## src/rtl/ctrl_mux_pkg.sv

```systemverilog
// Shared types for the controller source multiplexer: mode and auto-select encodings.
package ctrl_mux_pkg;

    localparam int SNES_W = 12;

    typedef enum logic [1:0] {
        MODE_FIXED = 2'd0,
        MODE_AUTO  = 2'd1,
        MODE_MERGE = 2'd2,
        MODE_RSVD  = 2'd3
    } mode_e;

    typedef enum logic {
        A_IDLE   = 1'b0,
        A_LOCKED = 1'b1
    } auto_state_e;

endpackage

```

## src/rtl/ctrl_chan_hold.sv

```systemverilog
// One controller channel: last captured button word, no-valid timeout counter and stale flag.
module ctrl_chan_hold
    import ctrl_mux_pkg::*;
#(
    parameter int W       = SNES_W,
    parameter int TIMEOUT = 1_000_000
) (
    input  logic         clk,
    input  logic         rst,
    input  logic         valid,
    input  logic [W-1:0] data,
    output logic [W-1:0] hold,
    output logic         stale
);

    localparam int CW = $clog2(TIMEOUT + 1);

    logic [CW-1:0] cnt;

    always_ff @(posedge clk or posedge rst) begin
        if (rst) begin
            hold  <= '0;
            cnt   <= '0;
            stale <= 1'b1;
        end else if (valid) begin
            hold  <= data;
            cnt   <= '0;
            stale <= 1'b0;
        end else if (cnt != CW'(TIMEOUT)) begin
            cnt <= cnt + CW'(1);
            // Dropping the word on timeout releases buttons whose release event was lost.
            if (cnt == CW'(TIMEOUT - 1)) begin
                stale <= 1'b1;
                hold  <= '0;
            end
        end
    end

endmodule

```

## src/rtl/ctrl_source_mux.sv

```systemverilog
// Selects or merges N controller channels into one button word, updated only at frame strobes.
module ctrl_source_mux
    import ctrl_mux_pkg::*;
#(
    parameter int N_CH    = 3,
    parameter int W       = SNES_W,
    parameter int TIMEOUT = 1_000_000,
    parameter int SELW    = (N_CH > 1) ? $clog2(N_CH) : 1
) (
    input  logic              clk,
    input  logic              rst,
    input  logic [N_CH*W-1:0] ch_data,
    input  logic [N_CH-1:0]   ch_valid,
    input  logic [SELW-1:0]   sel,
    input  logic [1:0]        mode,
    input  logic              frame_strobe,
    output logic [W-1:0]      out_data,
    output logic [SELW-1:0]   out_src,
    output logic              out_active
);

    logic [N_CH-1:0][W-1:0] hold;
    logic [N_CH-1:0]        stale;

    for (genvar g = 0; g < N_CH; g++) begin : g_ch
        ctrl_chan_hold #(.W(W), .TIMEOUT(TIMEOUT)) u_hold (
            .clk   (clk),
            .rst   (rst),
            .valid (ch_valid[g]),
            .data  (ch_data[g*W +: W]),
            .hold  (hold[g]),
            .stale (stale[g])
        );
    end

    mode_e mode_c;
    assign mode_c = mode_e'(mode);

    // Lowest-numbered channel that is fresh and has something pressed.
    logic            found;
    logic [SELW-1:0] first_idx;

    always_comb begin
        found     = 1'b0;
        first_idx = '0;
        for (int i = N_CH - 1; i >= 0; i--) begin
            if (!stale[i] && hold[i] != '0) begin
                found     = 1'b1;
                first_idx = SELW'(i);
            end
        end
    end

    auto_state_e     state, state_nxt;
    logic [SELW-1:0] lock, lock_nxt;

    always_ff @(posedge clk or posedge rst) begin
        if (rst) begin
            state <= A_IDLE;
            lock  <= '0;
        end else begin
            state <= state_nxt;
            lock  <= lock_nxt;
        end
    end

    always_comb begin
        state_nxt = state;
        lock_nxt  = lock;
        if (mode_c != MODE_AUTO) begin
            state_nxt = A_IDLE;
        end else begin
            case (state)
                A_IDLE: if (found) begin
                    state_nxt = A_LOCKED;
                    lock_nxt  = first_idx;
                end
                A_LOCKED: if (stale[lock]) state_nxt = A_IDLE;
                default: state_nxt = A_IDLE;
            endcase
        end
    end

    logic [W-1:0]    cand;
    logic [SELW-1:0] cand_src;
    logic            cand_act;
    logic            sel_ok;

    assign sel_ok = (int'(sel) < N_CH);

    always_comb begin
        cand     = '0;
        cand_src = '0;
        cand_act = 1'b0;
        case (mode_c)
            MODE_AUTO: if (state == A_LOCKED) begin
                cand     = hold[lock];
                cand_src = lock;
                cand_act = !stale[lock];
            end
            MODE_MERGE: begin
                for (int i = 0; i < N_CH; i++)
                    if (!stale[i]) cand = cand | hold[i];
                cand_act = |(~stale);
            end
            default: begin
                // Reserved mode falls through to fixed selection; out_src reports sel even if unmapped.
                cand_src = sel;
                if (sel_ok && !stale[sel]) begin
                    cand     = hold[sel];
                    cand_act = 1'b1;
                end
            end
        endcase
    end

    always_ff @(posedge clk or posedge rst) begin
        if (rst) begin
            out_data   <= '0;
            out_src    <= '0;
            out_active <= 1'b0;
        end else if (frame_strobe) begin
            out_data   <= cand;
            out_src    <= cand_src;
            out_active <= cand_act;
        end
    end

endmodule

```

## config.mk

```make
export PLATFORM = sky130hd
export DESIGN_NAME = ctrl_source_mux
export DESIGN_NICKNAME = d
export VERILOG_FILES = /design/src/rtl/ctrl_mux_pkg.sv /design/src/rtl/ctrl_chan_hold.sv /design/src/rtl/ctrl_source_mux.sv
export SDC_FILE = /design/constraint.sdc
export NUM_CORES = 1
export LEC_CHECK = 0
export BUFFER_PORTS_ARGS = -buffer_cell sky130_fd_sc_hd__buf_2
export CORE_ASPECT_RATIO = 1.25
export CORE_MARGIN = 1
export CORE_UTILIZATION = 60
export DETAILED_ROUTE_END_ITERATION = 16
export HOLD_SLACK_MARGIN = 0.05
export PLACE_DENSITY = 0.81
export SLEW_MARGIN = 10
export SYNTH_ARGS = -nofsm -noshare
export SYNTH_HDL_FRONTEND = slang
export SYNTH_SLANG_ARGS = --single-unit
```

## constraint.sdc

```tcl
create_clock -name clk -period 6.8 [get_ports clk]
set_clock_uncertainty 0.2 [all_clocks]
set_input_delay 1.7 -clock clk [delete_from_list [all_inputs] [get_ports clk]]
set_output_delay 1.7 -clock clk [all_outputs]
set_load 0.005 [all_outputs]
```

==> flow_summary.toml <==
[routing]
drt-initial-drc-count = 520
first_pass_iters = 5
wl_per_cell_um = 17.5
wirelength_um = 14900
viasPerCell = 6.15
vias = 5249
ant_nets = 0
drcViolationCount = 0

[global_routing]
grt_pass1_vias = 5024
grt_overflow = 0
grt_pass1_wl_um = 24700
grt_start_max_net_pins = 61
grt_use_total = 0.291
antenna_found_initial = 0

[logic_synthesis]
synth_area_mm2 = 0.00634
synth.distinct_cells = 45
yosysTopAreaCell = "dfrtp_1"
ys_ff_latch = 117
yosysMostFrequentCell = "dfrtp_1"
yosysTopAreaCellShare = 0.450
synthArstFlopShare = 1.00
yosysWarnings = 0
postSynthAreaPerCell_um2 = 9.41
ys_top_cells_by_count = "dfrtp_1 (114), nor2_1 (81), clkbuf_1 (41)"
synthCells = 674
synth-edff-count = 0
yosysSeqAreaShare = 0.462
synth_nets = 728
synth_flop_cell = "dfrtp_1"
synth_area_leaders = "dfrtp_1 (45%), a22o_1 (5.0%), nor2_1 (4.8%)"

[die]
start_util = 0.621
io_pins = 61
core_mm2 = 0.0102
die_y_um = 117
die_x_um = 94.0
rows = 41
die-area_mm2 = 0.0110

[clock_tree]
cts_setup_buffers = 0
h-tree-depth = 4
cts_resized = 0
insertion_delay_ns = 0.41
cts_buffers = 17
clk_pin_slew_ns = 0.05
cts_tree = "yes"
root_buffer = "clkbuf_16"
cts.sink_count = 117
cts_buffer_depth = 2
hold_buffers = 0

[worst_setup_path]
r2r_start = "g_ch[1].u_hold.cnt[11]$_DFFE_PP0P_"
cp-start-kind = "primary input"
r2r_end = "g_ch[1].u_hold.hold[8]$_DFFE_PP0P_"
criticalPathCategory = "in2reg"
crit_arrival_ns = 3.49
r2r_setup_slack_ns = 4.26
worstRegToRegCells = 5
path_max_fanout = 16
worstPathRequired_ns = 6.93
crit_path_end_kind = "register"

[hold_path]
hp-class = "reg2reg"
min-delay-start = "out_src[1]$_DFFE_PP0P_"
min_path_cells = 2
holdPathEnd = "out_src[1]$_DFFE_PP0P_"

[cells_and_area]
antennaDiodeCount = 0
drive_gt1_frac = 0.140
fin_area_mm2 = 0.00727
syn2layout_area_growth_pct = 14.6
nets = 765
fillerInstances = 757

[power_and_ir_drop]
share_comb_of_total_power = 0.101
ir_drop_v = 0.000188
p_int_mw = 1.45
leakage_nw = 3.17
power_mw = 1.93
p_per_area_mw_per_mm2 = 265
p_sw_frac = 0.246
power_switching_uw = 475
seqPwrFrac = 0.418
p_clk_frac = 0.481

[timing]
worst_pin_slew_ns = 1.03
drv_slew = 0
tns_ns = 0
layout_setup_ws_ns = 3.45
period_share = 0.493
period_needed_ns = 3.35
setup_viol = 0
final_hold_viol_count = 0
rsz0062_at_grt = "no"
relSlewSlack = 0.313
timing.fmax_mhz = 298

[placement]
place.port_buffers = 60
dpl_cell_area_mm2 = 0.00665
place.gp.congestion = 0.925
place_ws_ns = 3.03
dp_hpwl_um = 10000

[flow_run]
drv_cap = 0

[outcome]
status = "complete, no violations"
-- how the worst max path moves through the flow --
stage / slack [ns] / endpoint / startpoint
2_1_floorplan: 1.80 / g_ch[0].u_hold.cnt[0]$_DFFE_PP0P_ / rst
3_3_place_gp: 3.11 / out_data[11]$_DFFE_PP0P_ / sel[1]
3_5_place_dp: 3.03 / out_data[1]$_DFFE_PP0P_ / sel[1]
4_1_cts: 3.48 / out_data[4]$_DFFE_PP0P_ / sel[1]
5_1_grt: 3.25 / out_data[4]$_DFFE_PP0P_ / sel[1]
6_report: 3.45 / out_data[4]$_DFFE_PP0P_ / sel[1]
-- per-stage QoR --
stage / utilization / hold WS [ns] / cells
6_report: 0.712 / 0.301 / 853
2_1_floorplan: - / 0.296 / 674
3_5_place_dp: 0.651 / 0.292 / 821
5_1_grt: 0.712 / 0.336 / 853
3_3_place_gp: 0.651 / 0.290 / 821
4_1_cts: 0.712 / 0.305 / 853
-- power groups by stage --
stage | registers (mW) | logic [mW] | clock network, mW
3_3_place_gp | 0.811 | 0.188 | 0
2_1_floorplan | 0.777 | 0.164 | 0
3_5_place_dp | 0.814 | 0.194 | 0
4_1_cts | 0.802 | 0.196 | 0.938
6_report | 0.805 | 0.195 | 0.927
5_1_grt | 0.810 | 0.220 | 0.976
-- final cells by class --
class | count | area (µm²) | area share
Sequential cell | 117 | 2930 | 0.403
Clock buffer | 24 | 502 | 0.0690
Tap cell | 129 | 161 | 0.0222
Timing Repair Buffer | 61 | 308 | 0.0424
Multi-Input combinational cell | 476 | 3100 | 0.426
Inverter | 38 | 145 | 0.0200
Clock inverter | 8 | 120 | 0.0165
-- kinds of logic after synthesis --
logic type / share of synthesized area
flops: 0.462
compound gates: 0.158
buf+inv: 0.0493
fa+ha+maj: 0.0158
simple gates: 0.209
xor+xnor: 0.0621
mux: 0.0442
-- per-layer routing --
layer | up-vias | track usage | wire length (µm)
li1 | 2493 | - | -
met1 | 2518 | 0.380 | 6410
met2 | 205 | 0.467 | 7160
met3 | 33 | 0.0756 | 951
met4 | 0 | 0.113 | 399
met5 | - | 0 | 0
-- flip-flops by register name, summed over array words and instances, names as in the netlist --
name / cells
g_ch.u_hold.cnt: 60
out_src: 2
g_ch.u_hold.stale: 3
out_active: 1
g_ch.u_hold.hold: 36
out_data: 12
lock: 2
state: 1
-- placed cells by master (no fill, tap or decap), types with 3 or more instances in the layout --
cell type and count:
a2bb2oi_1 11, nand4_1 13, nor4_1 14, a21oi_1 28, nor2_1 81, nand3b_1 14
xor2_1 25, nand2b_1 17, and4_1 5, dfrtp_1 114, a31oi_1 3, and3_1 11
nand2_1 33, ha_1 8, xnor2_1 20, clkbuf_8 5, mux2i_1 28, nor2b_1 4
o221ai_1 12, clkbuf_16 17, o21ai_0 34, dfstp_2 3, bufinv_16 3, nand3_1 24
or3b_2 3, a32oi_1 12, nor3_1 11, inv_1 37, clkinv_2 3, or3_1 9
a22o_1 36, buf_2 60
-- critical path, cell delays in order --
cell and delay, ns:
buf_2 0.24, nor2b_1 0.64, nor2b_1 0.21, o21a_1 0.39, a2bb2oi_1 0.13, a21oi_1 0.17
(Power assumes the default switching activity.)
